**src/rtl/alu_pkg.sv**
```systemverilog
// alu_pkg: shared opcode constants, sequencer state encoding and response flag layout.
//   Used by alu_op_sequencer and its testbench.
package alu_pkg;

    localparam logic [3:0] OP_ADD = 4'd0;
    localparam logic [3:0] OP_SUB = 4'd1;
    localparam logic [3:0] OP_AND = 4'd2;
    localparam logic [3:0] OP_OR  = 4'd3;
    localparam logic [3:0] OP_ROL = 4'd4;
    localparam logic [3:0] OP_SEQ = 4'd5;

    // Bit positions inside rsp_flags: {carry, zero, overflow}
    localparam int FLAG_C = 2;
    localparam int FLAG_Z = 1;
    localparam int FLAG_V = 0;

    typedef enum logic [1:0] {
        IDLE,
        DRIVE,
        SAMPLE,
        RESP
    } state_e;

    function automatic logic op_valid(input logic [3:0] op);
        return op <= OP_SEQ;
    endfunction

    function automatic logic [2:0] pack_flags(input logic c, input logic z, input logic v);
        logic [2:0] f;
        f         = '0;
        f[FLAG_C] = c;
        f[FLAG_Z] = z;
        f[FLAG_V] = v;
        return f;
    endfunction

endpackage

```
**src/rtl/alu_cmd_fifo.sv**
```systemverilog
// alu_cmd_fifo: DEPTH-entry command queue, WIDTH bits per entry, async active-high reset.
//   push/din write an entry unless full; pop removes the head shown on dout unless empty.
//   full/empty report occupancy.
module alu_cmd_fifo #(
    parameter int WIDTH = 8,
    parameter int DEPTH = 4
) (
    input  logic             clk,
    input  logic             rst,
    input  logic             push,
    input  logic [WIDTH-1:0] din,
    input  logic             pop,
    output logic [WIDTH-1:0] dout,
    output logic             full,
    output logic             empty
);
    localparam int AW = $clog2(DEPTH);

    logic [WIDTH-1:0] mem [DEPTH];
    logic [AW-1:0]    wp, rp;
    logic [AW:0]      cnt;
    logic             wr, rd;

    // A push while full is dropped even if a pop happens the same cycle.
    assign wr    = push && !full;
    assign rd    = pop && !empty;
    assign full  = cnt == (AW+1)'(DEPTH);
    assign empty = cnt == '0;
    assign dout  = mem[rp];

    always_ff @(posedge clk or posedge rst) begin
        if (rst) begin
            wp  <= '0;
            rp  <= '0;
            cnt <= '0;
        end else begin
            wp  <= wp + AW'(wr);
            rp  <= rp + AW'(rd);
            cnt <= cnt + (AW+1)'(wr) - (AW+1)'(rd);
        end
    end

    always_ff @(posedge clk) begin
        if (wr) mem[wp] <= din;
    end

endmodule

```
**src/rtl/alu_op_sequencer.sv**
```systemverilog
// alu_op_sequencer: queues ALU commands and runs each through an external combinational ALU.
//   cmd_*   : valid/ready command input (opcode, operands, shift, chain, tag)
//   opcode/input1/input2/shiftValue : registered ALU drive
//   result/carryFlag/zeroFlag/overFlowFlag : ALU outputs sampled one settle cycle later
//   rsp_*   : valid/ready response (result, {carry,zero,overflow}, err, tag)
module alu_op_sequencer
    import alu_pkg::*;
#(
    parameter int WIDTH = 8,
    parameter int DEPTH = 4,
    parameter int TAGW  = 4
) (
    input  logic             clk,
    input  logic             rst,
    input  logic             cmd_valid,
    output logic             cmd_ready,
    input  logic [3:0]       cmd_opcode,
    input  logic [WIDTH-1:0] cmd_a,
    input  logic [WIDTH-1:0] cmd_b,
    input  logic [4:0]       cmd_shift,
    input  logic             cmd_chain,
    input  logic [TAGW-1:0]  cmd_tag,
    output logic [3:0]       opcode,
    output logic [WIDTH-1:0] input1,
    output logic [WIDTH-1:0] input2,
    output logic [4:0]       shiftValue,
    input  logic [WIDTH-1:0] result,
    input  logic             carryFlag,
    input  logic             zeroFlag,
    input  logic             overFlowFlag,
    output logic             rsp_valid,
    input  logic             rsp_ready,
    output logic [WIDTH-1:0] rsp_result,
    output logic [2:0]       rsp_flags,
    output logic             rsp_err,
    output logic [TAGW-1:0]  rsp_tag
);
    localparam int EW = 4 + 2*WIDTH + 5 + 1 + TAGW;

    state_e          state;
    logic [EW-1:0]   head;
    logic            full, empty, pop, pend, cur_err;
    logic [TAGW-1:0] cur_tag;
    logic [WIDTH-1:0] last_result;
    logic [3:0]       h_op;
    logic [WIDTH-1:0] h_a, h_b;
    logic [4:0]       h_sh;
    logic             h_chain;
    logic [TAGW-1:0]  h_tag;

    assign cmd_ready = !full;
    assign {h_op, h_a, h_b, h_sh, h_chain, h_tag} = head;

    // pend delays issue by one cycle after a command lands in an empty queue,
    // fixing accept-to-response latency at four edges.
    assign pop = state == IDLE && pend && !empty;

    alu_cmd_fifo #(.WIDTH(EW), .DEPTH(DEPTH)) u_fifo (
        .clk   (clk),
        .rst   (rst),
        .push  (cmd_valid && !full),
        .din   ({cmd_opcode, cmd_a, cmd_b, cmd_shift, cmd_chain, cmd_tag}),
        .pop   (pop),
        .dout  (head),
        .full  (full),
        .empty (empty)
    );

    always_ff @(posedge clk or posedge rst) begin
        if (rst) begin
            state       <= IDLE;
            pend        <= 1'b0;
            cur_err     <= 1'b0;
            cur_tag     <= '0;
            last_result <= '0;
            opcode      <= '0;
            input1      <= '0;
            input2      <= '0;
            shiftValue  <= '0;
            rsp_valid   <= 1'b0;
            rsp_result  <= '0;
            rsp_flags   <= '0;
            rsp_err     <= 1'b0;
            rsp_tag     <= '0;
        end else begin
            pend <= !empty;
            case (state)
                IDLE: if (pop) begin
                    state   <= DRIVE;
                    cur_tag <= h_tag;
                    cur_err <= !op_valid(h_op);
                    // Illegal opcodes leave the ALU drive untouched.
                    if (op_valid(h_op)) begin
                        opcode     <= h_op;
                        input1     <= h_chain ? last_result : h_a;
                        input2     <= h_b;
                        shiftValue <= h_sh;
                    end
                end
                DRIVE: state <= SAMPLE;
                SAMPLE: begin
                    state      <= RESP;
                    rsp_valid  <= 1'b1;
                    rsp_tag    <= cur_tag;
                    rsp_err    <= cur_err;
                    rsp_result <= cur_err ? '0 : result;
                    rsp_flags  <= cur_err ? '0 : pack_flags(carryFlag, zeroFlag, overFlowFlag);
                    if (!cur_err) last_result <= result;
                end
                RESP: if (rsp_ready) begin
                    state     <= IDLE;
                    rsp_valid <= 1'b0;
                end
            endcase
        end
    end

endmodule

```
**config.mk**
```make
export PLATFORM = sky130hd
export DESIGN_NAME = alu_op_sequencer
export DESIGN_NICKNAME = d
export VERILOG_FILES = /design/src/rtl/alu_pkg.sv /design/src/rtl/alu_cmd_fifo.sv /design/src/rtl/alu_op_sequencer.sv
export SDC_FILE = /design/constraint.sdc
export NUM_CORES = 1
export LEC_CHECK = 0
export ABC_AREA = 1
export CAP_MARGIN = 20
export CORE_ASPECT_RATIO = 0.8
export CORE_MARGIN = 4
export CORE_UTILIZATION = 60
export CTS_CLUSTER_DIAMETER = 200
export DETAILED_ROUTE_END_ITERATION = 8
export HOLD_SLACK_MARGIN = 0.1
export PLACE_DENSITY = 0.91
export SYNTH_ARGS = -nofsm -noshare
export SYNTH_HDL_FRONTEND = slang
export SYNTH_SLANG_ARGS = --single-unit
```
**constraint.sdc**
```tcl
create_clock -name clk -period 4.8 [get_ports clk]
set_input_delay 0.72 -clock clk [delete_from_list [all_inputs] [get_ports clk]]
set_output_delay 0.72 -clock clk [all_outputs]
set_load 0.1 [all_outputs]
```
## Yosys cells after proc, flatten, opt, wreduce, memory -nomap -nowiden

Memory sizes are Yosys's and may differ from the RTL's.
Index checks and enable logic that the tools add are counted.

- Register bits after elaboration: 65
- Memories: 1
- Bits in writable memories: 120
- Output and inout port bits: 43
- Input port bits: 45

Memories:

| memory | depth | bits a word | rd ports | clocked after memory_dff | wr ports | RTL line | RTL |
|---|---|---|---|---|---|---|---|
| u_fifo.mem | 4 | 30 | 1 | 0 | 1 | alu_cmd_fifo.sv:19 | `logic [WIDTH-1:0] mem [DEPTH];` |

- Muxes and demuxes: 10
- $add $sub $neg: 4
- $lt $le $gt $ge: 1
- Bitwise operators: 1
- Equal/unequal tests: 6
- Reductions and logical operators: 16

Operators by type and width:

| operator | count |
|---|---|
| 8-bit two-way mux | 2 |
| 2-bit case mux with 4 select lines | 1 |
| 2-bit AND reduction | 4 |
| 1-bit logical AND | 5 |
| 2-bit by 1-bit adder with 2-bit output | 2 |
| 2-bit equality test, second input constant | 2 |
| 4-bit by 3-bit <= comparator with 1-bit output, second input constant | 1 |
| 2-bit two-way mux | 2 |
| 3-bit by 1-bit adder with 3-bit output | 1 |
| 3-bit equality test, second input constant | 1 |
| 1-bit logical NOT | 3 |
| 3-bit logical NOT | 1 |
| 1-bit two-way mux | 3 |
| 3-bit two-way mux | 1 |
| 3-bit AND reduction | 1 |
| 3-bit by 1-bit subtractor with 3-bit output | 1 |
| 2-bit by 1-bit equality test with 1-bit output, second input constant | 1 |
| 2-bit logical NOT | 1 |
| 2-bit by 1-bit inequality test with 1-bit output, second input constant | 1 |
| 2-bit inequality test, second input constant | 1 |
| 1-bit case mux with 2 select lines | 1 |
| 2-bit nonzero test | 1 |
| 1-bit inverter | 1 |

## Logic depth before layout (Yosys ltp)

- Depth in word-level cells: 6
- Depth in mapped cells: 11
- Gate-level depth less buffers: 10

## Cells and area by module

A second synthesis with hierarchy kept.

- Cells, all modules: 641
- Area, all modules: 7402.1 µm²

Modules (own cells, without submodules):

| module | sequential area each (µm²) | area each (µm²) | cells an instance | instances |
|---|---|---|---|---|
| alu_cmd_fifo | 3778.6 | 4951.0 | 367 | 1 |
| alu_op_sequencer | 1451.4 | 2451.1 | 274 | 1 |

## Least setup slack after synthesis

Ideal clock, no wire load.

- Kind: register to register
- Start: register u_fifo.cnt[1]
- End: memory u_fifo.mem[0][0] (netlist name), enable pin
- Data arrival time: 3.516 ns
- Path slack: 0.829 ns
- Stages on the path, launching flop included: 5
- Library setup time: 0.455 ns
- Clock period less this slack: 3.971 ns
- Path through: dfrtp_1 > nor2_1 > nand2_1 > nand2_1 > nor3_1

- Cells in the longest elaborated chain, start to end: 6

Ends and longest elaborated chain:

| element | RTL line | RTL |
|---|---|---|
| from (decl) | alu_cmd_fifo.sv:21 | `logic [AW:0] cnt;` |
| from (signal assigned) | alu_cmd_fifo.sv:39 | `cnt <= cnt + (AW+1)'(wr) - (AW+1)'(rd);` |
| 3-bit equality test (*) | alu_cmd_fifo.sv:27 | `assign full = cnt == (AW+1)'(DEPTH);` |
| 1-bit logical NOT (*) | - |  |
| named net cmd_ready | alu_op_sequencer.sv:16 | `output logic cmd_ready,` |
| 1-bit logical AND | alu_op_sequencer.sv:61 | `.push (cmd_valid && !full),` |
| 1-bit logical AND (*) | alu_cmd_fifo.sv:25 | `assign wr = push && !full;` |
| 1-bit two-way mux (*) | alu_cmd_fifo.sv:44 | `if (wr) mem[wp] <= din;` |
| 1-bit two-way mux (implied by the code) (*) | alu_cmd_fifo.sv:44 |  |
| to (decl) | alu_cmd_fifo.sv:19 |  |

The timed path passes the listed nets; every way through them passes the cells marked *.

## Worst setup path in the final report

- Start: register u_fifo.cnt[1]
- End: output cmd_ready

- Cells in the longest elaborated chain, start to end: 2

Ends and longest elaborated chain:

| element | RTL line | RTL |
|---|---|---|
| 3-bit equality test | alu_cmd_fifo.sv:27 |  |
| 1-bit logical NOT | alu_op_sequencer.sv:51 | `assign cmd_ready = !full;` |
| to (decl) | alu_op_sequencer.sv:16 |  |

Every way passes these cells.

==> run metrics <==
status=completed; Via Count=5148; post-DR vias/cell=5.63; n_diodes=0; total core area=12100 sq um; antenna violations before repair=0; CTS buffer count=17; DIE HEIGHT=107 microns; Total GRT Usage=0.240; Post-synth top flop=edfxtp_1; r2r worst-path depth=7; remaining global-route overflow=0; CTS tree=built; Final Cell Area=8960 sq um; CTS resizes=0; Die ar.=14200 sq um; EDFF count, synth=120; CP max FO=3; CP max stage delay=1140 ps; fillers=731; DRC violations left=0; Setup Crit Path Kind=register to output port; data required time of the worst path=4080 ps; RR Endpoint=input1[1]; Yosys reg bits=185; unrepaired setup endpoints after global routing=no; Clk pin slew, worst setup/hold paths=70 ps; most common cell after layout, fill and taps aside=nand2_1; Worst setup SP type=register; row cnt=36; Mapped Cells=662; ratio of cells with drive above 1 in the final layout=0.0814; final setup violation count=0; Hold Vio Cnt, Final=0; clock root cell=clkbuf_16; worst reg2reg setup slack=2120 ps; crit path max-delay cell type=clkdlybuf4s50_1; sequential fraction of the synthesis area=0.705; crit path time final=2910 ps; first-pass GRT wire length=26200 microns; Horiz. Die Dim=132 microns; CTS max path bufs=2; hpwl dp=10200 microns; synth unique cells=32; area of placed instances=8390 sq um; max_cap viols=0; critical-path cell list=nor2_1, nand2_1, clkdlybuf4s50_1; Multi-input gate area=1880 sq um; Reg area=5230 sq um; Port Buffers=87; slew margin rel.=0.329; post-route setup TNS=0 ps; most frequent cells in the layout=nand2_1, edfxtp_1, clkdlybuf4s50_1; crit end category=output port; CTS H-tree depth=4; Hold Crit Class=register to register; vias in the first global route=5159; post-CTS setup buffer count=0; worst slew pin tran=1000 ps; Routed WL per cell=17.9 microns; syn avg cell area=11.2 sq um; Routed WL=16400 microns; pins over their slew limit=0; Yosys top cell area share=0.486; Hold Crit Start=opcode[0]; routability cong.=0.857; Syn Nets=716; leading area contributor after synthesis=edfxtp_1; nets=803; Crit path arrival time=2190 ps; antenna viol nets, final=0; synth warn=0; Achievable Freq=344 MHz; Initial Utilization=0.612; final period utilization=0.605; CTS sink count=185; Area contributors post-synth=edfxtp_1, dfrtp_1, nand2_1, nor2_1, nand3_1; hold path depth=2; Hold Path End=opcode[0]; largest net degree at the start of global routing=71; Ports=88; Initial DRC Count=528; Post-CTS Hold Buffers=0; FF-to-FF Start=u_fifo.rp[1]; Fin Clk Skew=12.5 ps; Synth async-reset ratio=0.351; drt pass-1 iters=5; Layout area overhead=20.8%; mapped cell area=7420 sq um; Skew-Pair Late Insertion Delay=430 ps
[layer usage]
layer | global-route usage | vias to the layer above | routed length [microns]
met2 | 0.424 | 278 | 8430
met1 | 0.288 | 2465 | 6330
met5 | 0 | - | 0
li1 | - | 2373 | -
met3 | 0.0612 | 32 | 1250
met4 | 0.0875 | 0 | 347
[cell families (layout without fill, tap and decap cells)]
logic type	Yosys count	in the layout	synth area share
fa+ha+maj	9	9	0.0162
simple gates	324	324	0.182
compound gates	68	68	0.0481
flops	185	185	0.705
xor+xnor	4	4	0.00472
buf+inv	72	172	0.0440
[synthesized netlist by cell type, types with 8 or more instances]
library cell  number
nand3_1           44
dfrtp_1           65
o21ai_1           18
edfxtp_1         120
o21ai_0           42
inv_1             40
clkbuf_1           9
ha_1               8
nand2_1          189
nor2_1            68
[worst max-delay path by stage]
stage	startpoint	endpoint	slack [ps]
final	u_fifo.cnt[1]	cmd_ready	1890
after global routing	u_fifo.cnt[1]	cmd_ready	1830
after CTS	u_fifo.rp[0]	input1[1]	1660
after detailed placement	u_fifo.rp[0]	input1[1]	1710
after global placement	u_fifo.rp[0]	input1[2]	1820
after floorplan	u_fifo.cnt[1]	u_fifo.mem[0][0]	830
[cell type report]
type | instances | share of cell area
Sequential cell | 185 | 0.584
Multi-Input combinational cell | 405 | 0.210
Timing Repair Buffer | 94 | 0.104
Tap cell | 152 | 0.0212
Inverter | 46 | 0.0193
Clock buffer | 18 | 0.0479
Clock inverter | 14 | 0.0137
[critical path: cells and delay by family, from the launching register on]
kind                   cells  cell delay (ps)
AND/OR/NAND/NOR            2              190
flip-flops                 1              430
buffers and inverters      1             1140
[through the flow]
stage          hold slack (ps)  worst slack, ps  std cells   util
3_5_place_dp               460             1710        881  0.693
3_3_place_gp               455             1820        881  0.693
2_1_floorplan              443              829        662      -
5_1_grt                    496             1830        914  0.740
4_1_cts                    476             1660        913  0.738
6_report                   478             1890        914  0.740
[flip-flops by register name (all words and copies together), names as in the netlist, 4 cells and up]
| signal | count |
|---|---|
| cur_tag | 4 |
| input1 | 8 |
| input2 | 8 |
| last_result | 8 |
| opcode | 4 |
| rsp_result | 8 |
| rsp_tag | 4 |
| shiftValue | 5 |
| u_fifo.mem | 120 |
Power is not shown: default switching activity piles up to over one toggle a cycle in this logic, so the estimate is an artifact.
